--- src/rtl/fpmac_operand_sequencer_if.sv ---
// Operand/result bundle between the switch-bank front end and the FPMAC sequencer.
// The sequencer is the slave side; the board logic (or bench) is the master.
interface fpmac_operand_sequencer_if #(
  parameter int SW_W = 16
);
  logic                enterPulse;
  logic                clearPulse;
  logic [SW_W-1:0]     switches;
  logic [2*SW_W-1:0]   macResult;
  logic [2*SW_W-1:0]   opA;
  logic [2*SW_W-1:0]   opB;
  logic                macIssue;
  logic                accClear;
  logic [2*SW_W-1:0]   resultReg;
  logic                resultValid;
  logic                busy;
  logic [2:0]          state;

  modport master (
    output enterPulse, clearPulse, switches, macResult,
    input  opA, opB, macIssue, accClear, resultReg, resultValid, busy, state
  );

  modport slave (
    input  enterPulse, clearPulse, switches, macResult,
    output opA, opB, macIssue, accClear, resultReg, resultValid, busy, state
  );
endinterface

--- src/rtl/fpmac_operand_sequencer.sv ---
// Collects two FP32 operands as four switch halves, issues one MAC, waits LATENCY
// cycles and latches the accumulator for display; clear aborts and zeroes everything.
module fpmac_operand_sequencer #(
  parameter int SW_W    = 16,
  parameter int LATENCY = 5
) (
  input  logic                      clock,
  input  logic                      reset,
  fpmac_operand_sequencer_if.slave  bus
);
  localparam int OP_W  = 2 * SW_W;
  localparam int CNT_W = $clog2(LATENCY + 1);
  localparam logic [CNT_W-1:0] CNT_ONE = CNT_W'(1);
  localparam logic [CNT_W-1:0] CNT_MAX = CNT_W'(LATENCY);

  typedef enum logic [2:0] {
    A_HI  = 3'd0,
    A_LO  = 3'd1,
    B_HI  = 3'd2,
    B_LO  = 3'd3,
    ISSUE = 3'd4,
    WAIT  = 3'd5,
    DONE  = 3'd6
  } state_e;

  state_e            state_q, state_d;
  logic [OP_W-1:0]   op_a_q, op_a_d;
  logic [OP_W-1:0]   op_b_q, op_b_d;
  logic [OP_W-1:0]   result_q, result_d;
  logic              result_valid_q, result_valid_d;
  logic              mac_issue_q, mac_issue_d;
  logic              acc_clear_q, acc_clear_d;
  logic [CNT_W-1:0]  cnt_q, cnt_d;

  always_ff @(posedge clock or negedge reset) begin
    if (!reset) begin
      state_q        <= A_HI;
      op_a_q         <= '0;
      op_b_q         <= '0;
      result_q       <= '0;
      result_valid_q <= 1'b0;
      mac_issue_q    <= 1'b0;
      acc_clear_q    <= 1'b0;
      cnt_q          <= '0;
    end else begin
      state_q        <= state_d;
      op_a_q         <= op_a_d;
      op_b_q         <= op_b_d;
      result_q       <= result_d;
      result_valid_q <= result_valid_d;
      mac_issue_q    <= mac_issue_d;
      acc_clear_q    <= acc_clear_d;
      cnt_q          <= cnt_d;
    end
  end

  always_comb begin
    state_d        = state_q;
    op_a_d         = op_a_q;
    op_b_d         = op_b_q;
    result_d       = result_q;
    result_valid_d = result_valid_q;
    cnt_d          = cnt_q;
    mac_issue_d    = 1'b0;
    acc_clear_d    = 1'b0;

    // Clear overrides everything, including a simultaneous enter or an in-flight MAC.
    if (bus.clearPulse) begin
      state_d        = A_HI;
      op_a_d         = '0;
      op_b_d         = '0;
      result_d       = '0;
      result_valid_d = 1'b0;
      cnt_d          = '0;
      acc_clear_d    = 1'b1;
    end else begin
      case (state_q)
        A_HI: if (bus.enterPulse) begin
          op_a_d[OP_W-1:SW_W] = bus.switches;
          state_d             = A_LO;
        end
        A_LO: if (bus.enterPulse) begin
          op_a_d[SW_W-1:0] = bus.switches;
          state_d          = B_HI;
        end
        B_HI: if (bus.enterPulse) begin
          op_b_d[OP_W-1:SW_W] = bus.switches;
          state_d             = B_LO;
        end
        B_LO: if (bus.enterPulse) begin
          op_b_d[SW_W-1:0] = bus.switches;
          state_d          = ISSUE;
          mac_issue_d      = 1'b1;
        end
        ISSUE: begin
          cnt_d   = CNT_ONE;
          state_d = WAIT;
        end
        WAIT: begin
          if (cnt_q == CNT_MAX) begin
            result_d       = bus.macResult;
            result_valid_d = 1'b1;
            state_d        = DONE;
          end else begin
            cnt_d = cnt_q + CNT_ONE;
          end
        end
        DONE: if (bus.enterPulse) begin
          // Accumulator is left alone so successive MACs chain.
          op_a_d[OP_W-1:SW_W] = bus.switches;
          result_valid_d      = 1'b0;
          state_d             = A_LO;
        end
        default: state_d = A_HI;
      endcase
    end
  end

  assign bus.opA         = op_a_q;
  assign bus.opB         = op_b_q;
  assign bus.macIssue    = mac_issue_q;
  assign bus.accClear    = acc_clear_q;
  assign bus.resultReg   = result_q;
  assign bus.resultValid = result_valid_q;
  assign bus.busy        = (state_q == ISSUE) || (state_q == WAIT);
  assign bus.state       = state_q;
endmodule

--- src/flat_wrapper.sv ---
// flat-port wrapper written by rule: the top's interface ports become plain ports
module fpmac_operand_sequencer_flat 
#(
  parameter int SW_W    = 16,
  parameter int LATENCY = 5
)
  (clock, reset, bus_enterPulse, bus_clearPulse, bus_switches, bus_macResult, bus_opA, bus_opB, bus_macIssue, bus_accClear, bus_resultReg, bus_resultValid, bus_busy, bus_state);
  fpmac_operand_sequencer_if #(.SW_W(SW_W)) bus_i ();
  input  logic clock;
  input  logic reset;
  input wire logic [$bits(bus_i.enterPulse)-1:0] bus_enterPulse;
  input wire logic [$bits(bus_i.clearPulse)-1:0] bus_clearPulse;
  input wire logic [$bits(bus_i.switches)-1:0] bus_switches;
  input wire logic [$bits(bus_i.macResult)-1:0] bus_macResult;
  output wire logic [$bits(bus_i.opA)-1:0] bus_opA;
  output wire logic [$bits(bus_i.opB)-1:0] bus_opB;
  output wire logic [$bits(bus_i.macIssue)-1:0] bus_macIssue;
  output wire logic [$bits(bus_i.accClear)-1:0] bus_accClear;
  output wire logic [$bits(bus_i.resultReg)-1:0] bus_resultReg;
  output wire logic [$bits(bus_i.resultValid)-1:0] bus_resultValid;
  output wire logic [$bits(bus_i.busy)-1:0] bus_busy;
  output wire logic [$bits(bus_i.state)-1:0] bus_state;
  assign bus_i.enterPulse = bus_enterPulse;
  assign bus_i.clearPulse = bus_clearPulse;
  assign bus_i.switches = bus_switches;
  assign bus_i.macResult = bus_macResult;
  assign bus_opA = bus_i.opA;
  assign bus_opB = bus_i.opB;
  assign bus_macIssue = bus_i.macIssue;
  assign bus_accClear = bus_i.accClear;
  assign bus_resultReg = bus_i.resultReg;
  assign bus_resultValid = bus_i.resultValid;
  assign bus_busy = bus_i.busy;
  assign bus_state = bus_i.state;
  fpmac_operand_sequencer #(.SW_W(SW_W), .LATENCY(LATENCY)) u_core (.clock(clock), .reset(reset), .bus(bus_i));
endmodule
--- config.mk ---
export PLATFORM = sky130hd
export DESIGN_NAME = fpmac_operand_sequencer_flat
export DESIGN_NICKNAME = d
export VERILOG_FILES = /design/src/rtl/fpmac_operand_sequencer_if.sv /design/src/rtl/fpmac_operand_sequencer.sv /design/src/flat_wrapper.sv
export SDC_FILE = /design/constraint.sdc
export NUM_CORES = 1
export LEC_CHECK = 0
export ABC_CLOCK_PERIOD_IN_PS = 2150
export BUFFER_PORTS_ARGS = -buffer_cell sky130_fd_sc_hd__buf_4
export CORE_MARGIN = 5
export CORE_UTILIZATION = 49
export DETAILED_ROUTE_END_ITERATION = 6
export HOLD_SLACK_MARGIN = 0.03
export MAX_ROUTING_LAYER = met4
export PLACE_DENSITY_LB_ADDON = 0.2
export SLEW_MARGIN = 0
export SYNTH_ARGS = -nofsm -noshare
export SYNTH_HDL_FRONTEND = slang
export SYNTH_SLANG_ARGS = --single-unit
--- constraint.sdc ---
create_clock -name clock -period 2.15 [get_ports clock]
set_input_delay 0.43 -clock clock [delete_from_list [all_inputs] [get_ports clock]]
set_output_delay 0.43 -clock clock [all_outputs]
set_load 0.01 [all_outputs]
==> flow_metrics.tcl, run 1 <==
set metrics [dict create \
    status "completed" \
    synth.distinct_cells 36 \
    synth_seq_cells 105 \
    clk_latency_ns 0.35 \
    drive_above_1_share 0.366 \
    fin_tns_setup_ns 0 \
    first_global_vias 3521 \
    final_hold_viol_count 0 \
    htreeDepth 3 \
    start_util 0.509 \
    startpoint_type "register" \
    die_w_um 103 \
    io_pins 155 \
    area.growth.synth_to_final_pct 35.3 \
    dpl.cell_count 614 \
    fin_cells 630 \
    drc 0 \
    cp.required_ns 1.72 \
    antenna_found_initial 0 \
    firstDrtPassIters 4 \
    finClkSkew_ns 0.0110 \
    critPathCaptureType "primary output" \
    timing.rr.start "u_core.bus.state[2]$_DFFE_PN0P_" \
    critical_path.max_fanout 14 \
    post-route-min-period_ns 1.82 \
    max_slew_margin 0.553 \
    power.leakage_nw 2.90 \
    startpoint "u_core.bus.state[2]$_DFFE_PN0P_" \
    design_area_um2 5720 \
    tritoncts "built" \
    dp_hpwl_mm 8.07 \
    grt.overflow.total 0 \
    vias 3420 \
    cts_setup_buffers 0 \
    tightest_slew_ns 0.670 \
    synthesis.nets 427 \
    slew_viol_final 0 \
    grt_use_total 0.225 \
    drt_iter0_drc 157 \
    synth_area_leaders "dfrtp_1 (62%), a22o_1 (9.9%), nand2_1 (8.9%), a21oi_1 (5.0%), mux2i_1 (3.8%)" \
    cts.sinks 105 \
    clkTransAtPathRegs_ns 0.11 \
    max_stage_delay_ns 0.63 \
    hold_buffers 0 \
    yosysTopAreaCell "dfrtp_1" \
    ys_seq_area_frac 0.621 \
    rsz0062_at_grt "false" \
    die_area_um2 10600 \
    cts_buffers 9 \
    port-buffer-count 154 \
    cts_resized 0 \
    finalWorstSetupSlack_ns 0.334 \
    clockBufferDepth 2 \
    drv_cap 0 \
    yosysWarnings 0 \
    cts-root-buf "clkbuf_8" \
    synth_cells 373 \
    core_area_um2 8300 \
    fmax_mhz 551 \
    nNetsFinal 574 \
    period_share 0.844 \
    fill_cells 649 \
    avgSynthCellArea_um2 11.3 \
    synth_top_area_share 0.621 \
    gp_congestion 0.832 \
    diodes 0 \
    wl_mm 11.4 \
    finalSetupViolCount 0 \
    preCtsSetupSlack_ns 0.433 \
    grt_max_degree 39 \
    cp.arrival_ns 1.39 \
    timing.hold.ws_ns 0.0286 \
    ant_nets 0 \
    dpl_cell_area_um2 5480 \
    num_rows 33 \
    final_util 0.689 \
    netlist_area_um2 4230 \
    die_h_um 103 \
    grt_pass1_wl_mm 18.1 \
    p_per_area_nw_per_um2 676 \
    peakVddDrop_mv 0.345 \
    wire_per_inst_um 18.0 \
    crit_chain "nand2b_4 > inv_6 > buf_4" \
    critical_path_class "reg2out" \
    slowest_stage "dfrtp_1" \
    total_power_mw 3.87 \
    viasPerCell 5.43 \
    hp-class "in2async" \
]
==> worst paths after layout <==
kind                                                        end  slack [ns]  cells past startpoint
hold reg to reg            u_core.bus.resultReg[24]$_DFFE_PN0P_        0.50                      1
max in group asynchronous        u_core.bus.opA[12]$_DFFE_PN0P_        1.53                      2
min in group clock         u_core.bus.resultReg[16]$_DFFE_PN0P_        0.29                      2
setup / recovery                                       bus_busy        0.33                      3
hold / removal                    u_core.bus.opB[4]$_DFFE_PN0P_        0.03                      1
setup reg to reg                 u_core.bus.opB[11]$_DFFE_PN0P_        0.39                      3
==> synth_stat cells, drive strengths merged <==
| cell type | count |
|---|---|
| ha | 2 |
| o21a | 1 |
| dfrtp | 105 |
| mux2i | 16 |
| a21oi | 42 |
| nand4 | 1 |
| and3 | 1 |
| buf | 16 |
| o21ai | 4 |
| nor2b | 1 |
| o311a | 1 |
| nor3b | 1 |
| nand4b | 2 |
| nand4bb | 2 |
| inv | 4 |
| nand3b | 1 |
| nor2 | 1 |
| clkbuf | 13 |
| nor3 | 2 |
| nand2b | 3 |
| nand3 | 1 |
| and4bb | 1 |
| o221a | 1 |
| nor4bb | 1 |
| nor4 | 1 |
| nand2 | 100 |
| and2 | 1 |
| a22o | 48 |
==> power breakdown <==
group | total, mW | internal, mW | leakage (nW) | switching [mW]
clock | 1.40 | 0.729 | 0.120 | 0.671
combinational | 0.409 | 0.186 | 1.32 | 0.223
sequential | 2.06 | 2.02 | 1.45 | 0.0383
total | 3.87 | 2.93 | 2.90 | 0.931
==> placed cells by master, fill, tap and decap left out, types with 2 or more instances in the layout <==
cell type  count
bufinv_16      2
inv_6          2
nand2b_1       2
nand4b_1       2
buf_4        163
o21ai_0        4
ha_1           2
mux2i_1       16
buf_12         2
a21oi_1       41
a22o_1        48
dfrtp_1      105
nand2_1      100
clkinv_4       2
clkbuf_8      11
nand4bb_1      2
inv_2          2
==> registers in the layout, summed over array words and instances (netlist names) <==
name / count
u_core.cnt_q: 3
u_core.bus.accClear: 1
u_core.bus.state: 3
u_core.bus.resultValid: 1
u_core.bus.opA: 32
u_core.bus.resultReg: 32
u_core.bus.macIssue: 1
u_core.bus.opB: 32
==> layout make-up <==
cell class                 instances  area [um2]  share of cell area
sequential                       105        2630               0.459
multi-input combinational        235        1440               0.252
timing repair buffer             165        1260               0.221
clock buffer                      11         151              0.0265
tap                              105         131              0.0230
clock inverter                     5        86.3              0.0151
inverter                           4        20.0             0.00350
==> worst max-delay path, delay by kind of cell (launching register included) <==
kind / cells / cell delay [ns]
buffers and inverters: 2 / 0.25
DFF: 1 / 0.63
and+or+nand+nor: 1 / 0.14
==> per-layer routing <==
metal  GRT usage  routed length (um)
met1       0.303                4810
met2       0.361                5850
met3      0.0332                 572
met4      0.0578                 115
met5           -                   0
==> logic make-up after synthesis <==
logic type	count (synthesis)	synth area share
mux	16	0.0379
fa+ha+maj	2	0.00592
compound gates	97	0.161
buf+inv	33	0.0420
flops	105	0.621
simple gates	120	0.132
(Power assumes the default switching activity.)
==> run 2: changes to the inputs <==
--- a/config.mk
+++ b/config.mk
@@ -5,10 +5,10 @@
 export SDC_FILE = /design/constraint.sdc
 export NUM_CORES = 1
 export LEC_CHECK = 0
-export ABC_CLOCK_PERIOD_IN_PS = 2150
+export ABC_CLOCK_PERIOD_IN_PS = 1450
 export BUFFER_PORTS_ARGS = -buffer_cell sky130_fd_sc_hd__buf_4
 export CORE_MARGIN = 5
-export CORE_UTILIZATION = 49
+export CORE_UTILIZATION = 44
 export DETAILED_ROUTE_END_ITERATION = 6
 export HOLD_SLACK_MARGIN = 0.03
 export MAX_ROUTING_LAYER = met4
==> constraint.sdc (replaced) <==
create_clock -name clock -period 1.45 [get_ports clock]
set_input_delay 0.29 -clock clock [delete_from_list [all_inputs] [get_ports clock]]
set_output_delay 0.29 -clock clock [all_outputs]
set_load 0.01 [all_outputs]
==> run 2 against run 1 <==
  * The run now ends with setup timing left
  * Via count grew 5.7%
  * Die area grew 10%
  * Combinational power grew 80%
  * Sequential share of layout area shrank 3.6 points
  * Cell area grew 8.6%
  * Clock power grew 23%
  * Total power grew 42%
  * Clock skew grew 0.0014 ns
  * Flip-flop and latch count is the same
  * Routed wire length grew 12%
  * Critical endpoint is now u_core.bus.resultReg[4]$_DFFE_PN0P_
  * Largest cell class unchanged
==> flow_metrics.tcl, run 2 (synthesized netlist as in run 1, its figures left out) <==
set metrics [dict create \
    io_pins 155 \
    clockBufferDepth 2 \
    hp-class "in2reg" \
    grt_use_total 0.212 \
    critPathCaptureType "register" \
    post-route-min-period_ns 1.51 \
    finalSetupViolCount 35 \
    fin_tns_setup_ns -1.26 \
    cp_top_family "flip-flops" \
    wire_per_inst_um 18.5 \
    grt_pass1_wl_mm 18.9 \
    slew_viol_final 0 \
    drt_iter0_drc 205 \
    drv_cap 0 \
    drc 0 \
    peakVddDrop_mv 0.427 \
    fill_cells 734 \
    gp_congestion 0.831 \
    die_area_um2 11700 \
    grt_max_degree 35 \
    core_area_um2 9280 \
    wl_mm 12.7 \
    tritoncts "built" \
    clkTransAtPathRegs_ns 0.11 \
    slowest_stage "dfrtp_1" \
    vias 3615 \
    final_cell_mix "buf_4 (176), dfrtp_1 (102), nand2_1 (99), a22o_1 (48), a21oi_1 (38)" \
    crit_buf_inv 3 \
    final_hold_viol_count 0 \
    reg2reg_depth 7 \
    first_global_vias 3565 \
    cts.sinks 105 \
    mostFrequentLayoutCell "buf_4" \
    htreeDepth 3 \
    crit_chain "inv_2 > ha_4 > and3_4 > a21oi_4 > buf_12 > clkbuf_16 > a22o_1" \
    hold_depth 2 \
    firstDrtPassIters 4 \
    cts_buffers 9 \
    cp.required_ns 1.70 \
    critical_path_class "reg2reg" \
    clk_latency_ns 0.36 \
    die_w_um 108 \
    nNetsFinal 608 \
    start_util 0.455 \
    cp_num_cells 7 \
    p_per_area_nw_per_um2 885 \
    power.leakage_nw 3.11 \
    finalWorstSetupSlack_ns -0.0617 \
    status "complete, but fails checks" \
    period_share 1.04 \
    dpl.cell_count 651 \
    drive_above_1_share 0.424 \
    max_stage_delay_ns 0.43 \
    rsz0062_at_grt "true" \
    tightest_slew_ns 0.499 \
    viasPerCell 5.25 \
    fmax_mhz 662 \
    cts-root-buf "clkbuf_8" \
    dp_hpwl_mm 8.54 \
    ant_nets 0 \
    antenna_found_initial 0 \
    fin_cells 688 \
    num_rows 35 \
    die_h_um 108 \
    max_slew_margin 0.667 \
    diodes 0 \
    violations "setup timing" \
    finClkSkew_ns 0.0124 \
    area.growth.synth_to_final_pct 47.0 \
    critical_path.max_fanout 8 \
    port-buffer-count 154 \
    cp.arrival_ns 1.76 \
    startpoint_type "register" \
    grt.overflow.total 0 \
]
run 2: changes by cell type in the layout (fill, tap and decap cells not counted), sizes merged:
cell / delta
bufinv: -2
clkinv: -1
buf: +29
inv: +4
clkbuf: +2
clkinvlp: +1
dlygate4sd3: +1
run 2: worst register-to-register path: stages, from the launching register on:
cell and delay [ns]:
dfrtp_1 0.43, inv_2 0.09, ha_4 0.14, and3_4 0.21, a21oi_4 0.07, buf_12 0.14
clkbuf_16 0.16, a22o_1 0.19
run 2: final timing paths:
path | end | slack [ns] | start
worst max-delay path | u_core.bus.resultReg[4]$_DFFE_PN0P_ | -0.06 | u_core.cnt_q[1]$_DFFE_PN0P_
worst min-delay path | u_core.bus.resultReg[12]$_DFFE_PN0P_ | 0.15 | bus_macResult[12]
worst max register to register | u_core.bus.resultReg[4]$_DFFE_PN0P_ | -0.06 | u_core.cnt_q[1]$_DFFE_PN0P_
worst min register to register | u_core.bus.resultReg[29]$_DFFE_PN0P_ | 0.51 | u_core.bus.resultReg[29]$_DFFE_PN0P_
max in group asynchronous | u_core.bus.resultReg[25]$_DFFE_PN0P_ | 0.48 | reset
min in group asynchronous | u_core.bus.opA[8]$_DFFE_PN0P_ | 0.43 | reset
run 2: layout make-up:
cell class                      instances  area (um2)  share of cell area
Timing Repair Buffer                  199        1730               0.278
Sequential cell                       105        2630               0.423
Inverter                                4        20.0             0.00322
Clock inverter                          7        58.8             0.00946
Tap cell                              129         161              0.0260
Multi-Input combinational cell        235        1490               0.240
Clock buffer                            9         124              0.0199
run 2: what timing repair did:
action	in CTS	in global routing
pin swaps	0	2
setup buffers	6	8
cloned	0	6
setup endpoints to repair	52	72
resized for setup	5	16
endpoints found under the hold margin	27	0
hold buffers	1	0
run 2: metal layers:
layer  track usage  routed length, um
met2         0.322               6020
met3        0.0400               1000
met4        0.0622                136
met5             -                  0
met1         0.291               5570
run 2: per-stage QoR:
stage          power [mW]  area [um2]  hold WS, ns  setup slack [ns]   util
2_1_floorplan        3.36        4250     -0.00559           -0.0983      -
3_3_place_gp         3.77        5710        0.285            0.0106  0.615
3_5_place_dp         3.78        5710        0.291           -0.0621  0.615
4_1_cts              5.52        5960        0.130           -0.0503  0.642
5_1_grt              5.74        6210        0.131           -0.0809  0.669
6_report             5.50        6210        0.149           -0.0617  0.669
run 2: report_power, final:
part | switching (mW) | leakage [nW] | total [mW] | internal [mW]
clock network | 1.06 | 0.0929 | 1.72 | 0.660
logic | 0.370 | 1.57 | 0.736 | 0.366
registers | 0.0484 | 1.45 | 3.04 | 2.99
total | 1.48 | 3.11 | 5.50 | 4.02
==> run 3: changes to the inputs <==
--- a/config.mk
+++ b/config.mk
@@ -7,6 +7,7 @@
 export LEC_CHECK = 0
 export ABC_CLOCK_PERIOD_IN_PS = 1450
 export BUFFER_PORTS_ARGS = -buffer_cell sky130_fd_sc_hd__buf_4
+export CORE_ASPECT_RATIO = 1.1
 export CORE_MARGIN = 5
 export CORE_UTILIZATION = 44
 export DETAILED_ROUTE_END_ITERATION = 6
==> run 3 against run 2 <==
  * The run still ends with setup timing left
  * Core utilization rose by 1.9 points
  * Combinational power up 9.4%
  * Worst hold slack worse by 0.013 ns
  * Setup slack improved by 0.017 ns
  * Clock power rose by 8%
  * Maximum frequency is 1.1% higher
  * Routed wire length rose by 3.3%
  * Cell count is 0.87% lower
  * Register-to-register slack better by 0.02 ns
  * Via count up 1.5%
  * Die area is essentially flat
  * Critical endpoint is now u_core.bus.resultReg[22]$_DFFE_PN0P_
==> flow_metrics.tcl, run 3 (synthesized netlist as in run 1, its figures left out) <==
set metrics [dict create \
    status "complete, but fails checks" \
    violations "setup timing" \
    hp-class "in2reg" \
    die_h_um 113 \
    cp.required_ns 1.75 \
    tightest_slew_ns 0.448 \
    period_share 1.03 \
    tritoncts "built" \
    critical_path.max_fanout 8 \
    num_rows 37 \
    clk_latency_ns 0.37 \
    power.leakage_nw 3.18 \
    diodes 0 \
    cts-root-buf "clkbuf_8" \
    final_cell_mix "buf_4 (172), dfrtp_1 (103), nand2_1 (95), a22o_1 (48), a21oi_2 (23)" \
    firstDrtPassIters 5 \
    port-buffer-count 154 \
    drc 0 \
    wl_mm 13.1 \
    area.growth.synth_to_final_pct 52.9 \
    startpoint_type "register" \
    timing.rr.start "u_core.cnt_q[0]$_DFFE_PN0P_" \
    fill_cells 705 \
    start_util 0.450 \
    peakVddDrop_mv 0.432 \
    drv_cap 0 \
    die_area_um2 11700 \
    clkTransAtPathRegs_ns 0.10 \
    worstHoldStart "bus_macResult[15]" \
    finalSetupViolCount 28 \
    drive_above_1_share 0.476 \
    timing.hold.ws_ns 0.136 \
    max_slew_margin 0.701 \
    slew_viol_final 0 \
    core_area_um2 9400 \
    cts_buffers 9 \
    final_util 0.688 \
    preCtsSetupSlack_ns -0.00536 \
    fmax_mhz 669 \
    final_hold_viol_count 0 \
    grt_max_degree 35 \
    worst_hold_path.endpoint "u_core.bus.resultReg[15]$_DFFE_PN0P_" \
    mostFrequentLayoutCell "buf_4" \
    finalWorstSetupSlack_ns -0.0450 \
    ant_nets 0 \
    r2r-end "u_core.bus.resultReg[22]$_DFFE_PN0P_" \
    reg2reg_depth 5 \
    dp_hpwl_mm 8.43 \
    grt.overflow.total 0 \
    viasPerCell 5.38 \
    cts.sinks 105 \
    p_per_area_nw_per_um2 883 \
    finClkSkew_ns 0.00940 \
    drt_iter0_drc 233 \
    hold_depth 2 \
    htreeDepth 3 \
    wire_per_inst_um 19.3 \
    critPathCaptureType "register" \
    clockBufferDepth 2 \
    first_global_vias 3559 \
    antenna_found_initial 0 \
    critical_path_class "reg2reg" \
    post-route-min-period_ns 1.49 \
    vias 3671 \
    grt_pass1_wl_mm 18.4 \
    nNetsFinal 614 \
    cp.arrival_ns 1.80 \
    rsz0062_at_grt "true" \
    die_w_um 103 \
    gp_congestion 0.835 \
    reg2reg_slack_ns -0.04 \
    io_pins 155 \
    grt_use_total 0.208 \
]
-- run 3: cell count changes in the layout (fill, tap and decap cells not counted), moves of 2 or more --
cell / before / now
a21oi_2: 3 / 23
mux2i_2: 0 / 2
mux2i_1: 16 / 14
nand2_2: 1 / 5
buf_4: 176 / 172
inv_6: 5 / 0
clkinvlp_4: 1 / 3
buf_6: 6 / 13
buf_12: 10 / 12
a21oi_1: 38 / 18
nand2_1: 99 / 95
clkbuf_16: 4 / 6
-- run 3: repair_timing --
item / 4_1_cts / 5_1_grt
endpoints found under the setup margin: 14 / 69
hold buffers: 1 / 0
cloned: 0 / 9
setup buffers: 6 / 9
gates resized for setup: 5 / 53
endpoints found under the hold margin: 26 / 0
pin swaps: 0 / 13
-- run 3: final cells by class --
cell class                      instances  area [um2]  area share
Clock buffer                           11         141      0.0219
Multi-Input combinational cell        235        1610       0.249
Timing Repair Buffer                  205        1850       0.287
Tap cell                              117         146      0.0226
Sequential cell                       105        2630       0.407
Inverter                                4        22.5     0.00348
Clock inverter                          5        63.8     0.00987
-- run 3: routing by layer --
layer | up-vias | share of wire | global-route usage
met1 | 1810 | 0.39 | 0.270
li1 | 1670 | - | -
met4 | 0 | 0.020 | 0.0699
met2 | 171 | 0.50 | 0.324
met5 | - | 0 | -
met3 | 20 | 0.087 | 0.0425
-- run 3: worst max-delay path by stage --
stage / end / cells after the start / startpoint / slack [ns]
floorplan: u_core.bus.opA[18]$_DFFE_PN0P_ / 5 / u_core.bus.state[0]$_DFFE_PN0P_ / -0.1
global placement: u_core.bus.opB[16]$_DFFE_PN0P_ / 5 / u_core.bus.state[2]$_DFFE_PN0P_ / 0.05
detailed placement: u_core.bus.opB[20]$_DFFE_PN0P_ / 5 / u_core.bus.state[2]$_DFFE_PN0P_ / -0.005
CTS: u_core.bus.resultReg[1]$_DFFE_PN0P_ / 6 / u_core.cnt_q[1]$_DFFE_PN0P_ / -0.004
global route: u_core.bus.resultReg[28]$_DFFE_PN0P_ / 7 / u_core.cnt_q[1]$_DFFE_PN0P_ / -0.09
finish: u_core.bus.resultReg[22]$_DFFE_PN0P_ / 5 / u_core.cnt_q[0]$_DFFE_PN0P_ / -0.04
-- run 3: stage by stage --
stage          total power, mW  setup TNS, ns  cells  cell area (um2)
2_1_floorplan             3.36         -0.983    373             4250
3_3_place_gp              3.78              0    641             5720
3_5_place_dp              3.79       -0.00536    641             5720
4_1_cts                   5.67       -0.00389    664             6020
5_1_grt                   5.93          -3.70    682             6470
6_report                  5.71         -0.558    682             6470
-- run 3: worst max-delay path, stage by stage (launching register included) --
cell and delay [ns]:
dfrtp_1 0.44, ha_4 0.19, and3_4 0.19, a21oi_4 0.26
clkbuf_16 0.21, a22o_1 0.13
-- run 3: power by group --
group	total [mW]	switching, mW	leakage, nW	internal [mW]
logic	0.805	0.403	1.63	0.403
clock network	1.86	1.01	0.0937	0.858
registers	3.04	0.0485	1.45	2.99
